===== src/rtl/pipe_mux_if.sv =====
// Bus bundle for pipe_mux: shared data array, bypass write and per-channel
// request/response handshakes. The slave modport is the mux side.
interface pipe_mux_if #(
  parameter int WIDTH  = 5,
  parameter int WID    = 32,
  parameter int DEPTH  = 1 << WIDTH,
  parameter int NPORTS = 2
);
  logic [WID*DEPTH-1:0]    data_i;
  logic                    byp_en_i;
  logic [WIDTH-1:0]        byp_index_i;
  logic [WID-1:0]          byp_data_i;
  logic [NPORTS-1:0]       req_valid_i;
  logic [NPORTS-1:0]       req_ready_o;
  logic [WIDTH*NPORTS-1:0] req_index_i;
  logic [NPORTS-1:0]       resp_valid_o;
  logic [NPORTS-1:0]       resp_ready_i;
  logic [WID*NPORTS-1:0]   resp_data_o;
  logic [NPORTS-1:0]       resp_err_o;

  modport master (
    output data_i, byp_en_i, byp_index_i, byp_data_i,
    output req_valid_i, req_index_i, resp_ready_i,
    input  req_ready_o, resp_valid_o, resp_data_o, resp_err_o
  );

  modport slave (
    input  data_i, byp_en_i, byp_index_i, byp_data_i,
    input  req_valid_i, req_index_i, resp_ready_i,
    output req_ready_o, resp_valid_o, resp_data_o, resp_err_o
  );
endinterface


===== src/rtl/pipe_mux.sv =====
// Multi-channel registered read mux over a flattened data array, with an
// optional same-cycle write bypass and out-of-range error flag per channel.
module pipe_mux #(
  parameter int WIDTH  = 5,
  parameter int WID    = 32,
  parameter int DEPTH  = 1 << WIDTH,
  parameter int NPORTS = 2,
  parameter int BYPASS = 1
) (
  input  logic       clk_i,
  input  logic       rst_ni,
  pipe_mux_if.slave  bus
);

  logic [NPORTS-1:0][WIDTH-1:0] req_idx;
  logic [NPORTS-1:0]            accept;
  logic [NPORTS-1:0]            byp_hit;
  logic [WID-1:0]               byp_value;
  logic [NPORTS-1:0][WID-1:0]   sel_data;
  logic [NPORTS-1:0]            sel_err;

  logic [NPORTS-1:0]            resp_valid_q;
  logic [NPORTS-1:0]            resp_err_q;
  logic [NPORTS-1:0][WID-1:0]   resp_data_q;

  assign req_idx = bus.req_index_i;

  // A slot frees up either when empty or when its response drains this cycle.
  assign bus.req_ready_o  = ~resp_valid_q | bus.resp_ready_i;
  assign accept           = bus.req_valid_i & bus.req_ready_o;
  assign bus.resp_valid_o = resp_valid_q;
  assign bus.resp_err_o   = resp_err_q;
  assign bus.resp_data_o  = resp_data_q;

  if (BYPASS != 0) begin : g_byp
    for (genvar p = 0; p < NPORTS; p++) begin : g_hit
      assign byp_hit[p] = bus.byp_en_i
                        && (bus.byp_index_i == req_idx[p])
                        && (32'(bus.byp_index_i) < DEPTH);
    end
    assign byp_value = bus.byp_data_i;
  end else begin : g_nobyp
    assign byp_hit   = '0;
    assign byp_value = '0;
  end

  always_comb begin
    sel_data = '0;
    sel_err  = '0;
    for (int p = 0; p < NPORTS; p++) begin
      if (32'(req_idx[p]) >= DEPTH) begin
        sel_err[p] = 1'b1;
      end else if (byp_hit[p]) begin
        sel_data[p] = byp_value;
      end else begin
        for (int e = 0; e < DEPTH; e++) begin
          if (req_idx[p] == WIDTH'(e)) sel_data[p] = bus.data_i[e*WID +: WID];
        end
      end
    end
  end

  // Data is left untouched on a drain so a completed response costs no toggles.
  always_ff @(posedge clk_i) begin
    if (!rst_ni) begin
      resp_valid_q <= '0;
      resp_err_q   <= '0;
      resp_data_q  <= '0;
    end else begin
      for (int p = 0; p < NPORTS; p++) begin
        if (accept[p]) begin
          resp_valid_q[p] <= 1'b1;
          resp_data_q[p]  <= sel_data[p];
          resp_err_q[p]   <= sel_err[p];
        end else if (bus.resp_ready_i[p]) begin
          resp_valid_q[p] <= 1'b0;
        end
      end
    end
  end

endmodule


===== src/flat_wrapper.sv =====
// flat-port wrapper written by rule: the top's interface ports become plain ports
module pipe_mux_flat 
#(
  parameter int WIDTH  = 5,
  parameter int WID    = 32,
  parameter int DEPTH  = 1 << WIDTH,
  parameter int NPORTS = 2,
  parameter int BYPASS = 1
)
  (clk_i, rst_ni, bus_data_i, bus_byp_en_i, bus_byp_index_i, bus_byp_data_i, bus_req_valid_i, bus_req_index_i, bus_resp_ready_i, bus_req_ready_o, bus_resp_valid_o, bus_resp_data_o, bus_resp_err_o);
  pipe_mux_if #(.WIDTH(WIDTH), .WID(WID), .DEPTH(DEPTH), .NPORTS(NPORTS)) bus_i ();
  input  logic clk_i;
  input  logic rst_ni;
  input wire logic [$bits(bus_i.data_i)-1:0] bus_data_i;
  input wire logic [$bits(bus_i.byp_en_i)-1:0] bus_byp_en_i;
  input wire logic [$bits(bus_i.byp_index_i)-1:0] bus_byp_index_i;
  input wire logic [$bits(bus_i.byp_data_i)-1:0] bus_byp_data_i;
  input wire logic [$bits(bus_i.req_valid_i)-1:0] bus_req_valid_i;
  input wire logic [$bits(bus_i.req_index_i)-1:0] bus_req_index_i;
  input wire logic [$bits(bus_i.resp_ready_i)-1:0] bus_resp_ready_i;
  output wire logic [$bits(bus_i.req_ready_o)-1:0] bus_req_ready_o;
  output wire logic [$bits(bus_i.resp_valid_o)-1:0] bus_resp_valid_o;
  output wire logic [$bits(bus_i.resp_data_o)-1:0] bus_resp_data_o;
  output wire logic [$bits(bus_i.resp_err_o)-1:0] bus_resp_err_o;
  assign bus_i.data_i = bus_data_i;
  assign bus_i.byp_en_i = bus_byp_en_i;
  assign bus_i.byp_index_i = bus_byp_index_i;
  assign bus_i.byp_data_i = bus_byp_data_i;
  assign bus_i.req_valid_i = bus_req_valid_i;
  assign bus_i.req_index_i = bus_req_index_i;
  assign bus_i.resp_ready_i = bus_resp_ready_i;
  assign bus_req_ready_o = bus_i.req_ready_o;
  assign bus_resp_valid_o = bus_i.resp_valid_o;
  assign bus_resp_data_o = bus_i.resp_data_o;
  assign bus_resp_err_o = bus_i.resp_err_o;
  pipe_mux #(.WIDTH(WIDTH), .WID(WID), .DEPTH(DEPTH), .NPORTS(NPORTS), .BYPASS(BYPASS)) u_core (.clk_i(clk_i), .rst_ni(rst_ni), .bus(bus_i));
endmodule

===== config.mk =====
export PLATFORM = sky130hd
export DESIGN_NAME = pipe_mux_flat
export DESIGN_NICKNAME = d
export VERILOG_FILES = /design/src/rtl/pipe_mux_if.sv /design/src/rtl/pipe_mux.sv /design/src/flat_wrapper.sv
export SDC_FILE = /design/constraint.sdc
export NUM_CORES = 1
export LEC_CHECK = 0
export CAP_MARGIN = 15
export CORE_AREA = 2 2 449 451
export DETAILED_ROUTE_END_ITERATION = 6
export DIE_AREA = 0 0 451 453
export PLACE_DENSITY = 0.3
export SYNTH_ARGS = -nofsm -noshare
export SYNTH_HDL_FRONTEND = slang
export SYNTH_SLANG_ARGS = --single-unit

===== constraint.sdc =====
create_clock -name clk_i -period 3.5 [get_ports clk_i]
set_input_delay 0.7 -clock clk_i [delete_from_list [all_inputs] [get_ports clk_i]]
set_output_delay 0.7 -clock clk_i [all_outputs]
set_load 0.01 [all_outputs]

==> insert_results.sql <==
INSERT INTO impl_metrics (metric_group, metric, value, unit) VALUES
('yosys', 'yosys.area.top_type', 'a21oi_1', ''),
('drt', 'post_drt_antenna_nets', '0', ''),
('place', 'port-buffer-count', '1145', ''),
('finish', 'layoutNonFillerInstCount', '8180', ''),
('critical_path', 'critical_path_required', '3.79', 'ns'),
('finish', 'multi_input_area', '19900', 'um2'),
('timing', 'final-setup-viol-count', '8', ''),
('yosys', 'synth.lib_cells_used.distinct', '92', ''),
('power_and_ir_drop', 'power.total', '9.31', 'mW'),
('critical_path', 'crit_path_top_delay_cell', 'a222oi_1', ''),
('floorplanning', 'start_util', '0.114', ''),
('clock_network', 'ctsLongestPathBuffers', '2', ''),
('critical_path', 'critical_path_peak_fanout', '16', ''),
('timing', 'slew_viol_final', '0', ''),
('place', 'numPlacedInstances', '8115', ''),
('clock_network', 'cts_tree', 'yes', ''),
('timing', 'postLayoutSetupSlackWorst', '-0.135', 'ns'),
('power_and_ir_drop', 'power_leakage', '17.0', 'nW'),
('timing', 'finalCritPeriodShare', '1.04', ''),
('timing', 'final_hold_fails', '0', ''),
('place', 'place_congestion', '1.04', ''),
('global_route', 'grt_pass1_wl', '545000', 'um'),
('yosys', 'avgSynthCellArea', '6.27', 'um2'),
('yosys', 'synthesis.area', '22700', 'um2'),
('yosys', 'syn_inst', '3622', ''),
('yosys', 'synth.top_cell.area_share', '0.0965', ''),
('power_and_ir_drop', 'vdd_ir_drop_max', '0.000288', 'V'),
('floorplanning', 'core-area', '199000', 'um2'),
('global_route', 'grt_max_degree', '44', ''),
('clock_network', 'cts.htree.levels', '3', ''),
('floorplanning', 'die_height', '453', 'um'),
('critical_path', 'timing.critical_path.cells', 'buf_4, buf_4, nand3b_1, nor2_2, buf_4, a222oi_1, nand3_1, buf_12, o211ai_1, buf_4, a21o_1, a21oi_1', ''),
('yosys', 'async_flop_share', '0', ''),
('timing', 'timing_worst_slew_pin_value', '1.18', 'ns'),
('outcome', 'status', 'finished, violations left', ''),
('global_route', 'initial_antenna_violation_count', '102', ''),
('finish', 'fill_cell_instance_count_of_the_final_layout', '22600', ''),
('drt', 'drt-pass1-iter-count', '6', ''),
('global_route', 'first_global_vias', '45800', ''),
('finish', 'area.sequential', '1320', 'um2'),
('critical_path', 'criticalPathCategory', 'in2reg', ''),
('outcome', 'violations', 'setup timing', ''),
('place', 'dp.final_hpwl', '384000', 'um'),
('yosys', 'register_area_share_after_synthesis', '0.0581', ''),
('finish', 'drive_above_1_share', '0.233', ''),
('critical_path', 'critical_path_data_arrival_time', '3.93', 'ns'),
('finish', 'most_frequent_cells_in_the_layout', 'clkdlybuf4s50_1, buf_4, a21oi_1', ''),
('clock_network', 'cts_hold_buf', '0', ''),
('timing', 'timing.slew.headroom', '0.210', ''),
('yosys', 'synth_warnings', '0', ''),
('clock_network', 'cts-root-buf', 'clkbuf_16', ''),
('clock_network', 'clock_buffers_created_by_tritoncts', '9', ''),
('drt', 'first_iter_violations', '6228', ''),
('drt', 'drc', '0', ''),
('flow_run', 'max_cap_check_violation_count', '0', ''),
('yosys', 'ys_top_cells_by_area', 'a21oi_1, o21ai_0, dfxtp_1', ''),
('timing', 'fmax', '275', 'MHz'),
('power_and_ir_drop', 'powerDensity', '203', 'nW/um2'),
('clock_network', 'clock_transition_at_the_register_clock_pins_on_the_worst_setup_and_hold_paths_after_cts', '0.09', 'ns'),
('drt', 'vias', '47000', ''),
('global_route', 'overall_fraction_of_global_route_tracks_in_use', '0.413', ''),
('drt', 'vias_per_cell', '5.74', ''),
('clock_network', 'clock_insertion_delay_worst_skew', '0.43', 'ns'),
('clock_network', 'cts_num_sinks', '66', ''),
('global_route', 'overflow', '0', ''),
('finish', 'syn_to_final_growth', '102', '%'),
('yosys', 'ys_seq_elements', '66', ''),
('critical_path', 'worst_path_largest_cell_delay', '0.71', 'ns'),
('critical_path', 'worst_path_dominant_cell_family', 'compound AO/OA/AOI/OAI gates', ''),
('timing', 'skew', '0.0190', 'ns'),
('floorplanning', 'io_pins', '1148', '');
[repair_timing]
item                                    CTS  global route
pin swaps                                 1             3
gates resized for setup                  17            13
setup buffers                             1             1
endpoints found under the setup margin   10            13
[cell type report]
type,instances,share of cell area
diodes,48,0.00261
clock buffers,9,0.00490
clock inverters,6,0.000762
inverters,24,0.00199
multi-input cells,3152,0.432
flip-flops and latches,66,0.0287
well taps,2656,0.0723
repair buffers,2219,0.456
[path summary, 6_finish.rpt]
kind	end	start	slack, ns	depth (start not counted)
worst min register to register	u_core.bus.resp_data_o[7]	u_core.bus.resp_data_o[7]	0.52	2
worst min-delay path	u_core.bus.resp_data_o[7]	u_core.bus.resp_data_o[7]	0.52	2
worst max-delay path	u_core.bus.resp_data_o[21]	bus_req_index_i[3]	-0.13	12
worst max register to register	u_core.bus.resp_data_o[41]	u_core.bus.resp_valid_o[1]	0.57	7
[power breakdown]
group	internal, mW	total, mW	switching [mW]
Combinational	2.85	7.34	4.49
Clock	0.473	1.02	0.548
Sequential	0.832	0.943	0.111
Total	4.16	9.31	5.15
[flip-flops by register name (all words and copies together), names as in the netlist]
| register | count |
|---|---|
| u_core.bus.resp_valid_o | 2 |
| u_core.bus.resp_data_o | 64 |
[metrics by stage]
stage	area [um2]	setup slack, ns	utilization	setup TNS [ns]	hold WS (ns)
floorplan	22700	0.787	-	0	0.471
global placement	45400	-1.28	0.228	-17.32	0.518
detailed placement	45400	-1.28	0.228	-14.88	0.509
CTS	45800	0.0144	0.230	0	0.521
global route	45900	-0.00336	0.231	-0.00336	0.525
finish	46000	-0.135	0.231	-0.386	0.523
[tightest hold or removal path: cells and delay by family (launching register included)]
| kind | cells | cell delay [ns] |
|---|---|---|
| DFF | 1 | 0.37 |
| and+or+nand+nor | 1 | 0.07 |
| AOI/OAI and AO/OA | 1 | 0.05 |
[synth_stat cells (all sizes together), types with 68 or more instances]
cell and count:
nand3 119, mux2i 71, a31oi 68, a22oi 154
o21ai 399, nor2 305, a21oi 439, clkbuf 170
nor3 101, o221ai 85, nand2 341, o22ai 193
buf 211
[per-layer routing]
| metal | vias up | track usage | share of wire |
|---|---|---|---|
| li1 | 18100 | - | - |
| met1 | 23900 | 0.470 | 0.37 |
| met3 | 1125 | 0.0795 | 0.073 |
| met2 | 3710 | 0.678 | 0.46 |
| met5 | - | 0 | 0.00058 |
| met4 | 30 | 0.323 | 0.092 |
[cells by family (layout without fill, tap and decap cells)]
family,Yosys count,after routing,share of synthesized area
compound gates,1884,1884,0.545
simple gates,1116,1116,0.234
buf+inv,405,2258,0.0789
mux,138,138,0.0783
flops,66,66,0.0581
xor+xnor,11,11,0.00424
fa+ha+maj,1,1,0.000440
other cells,1,50,0.000165
No activity file was read; power rests on OpenSTA's default activity.
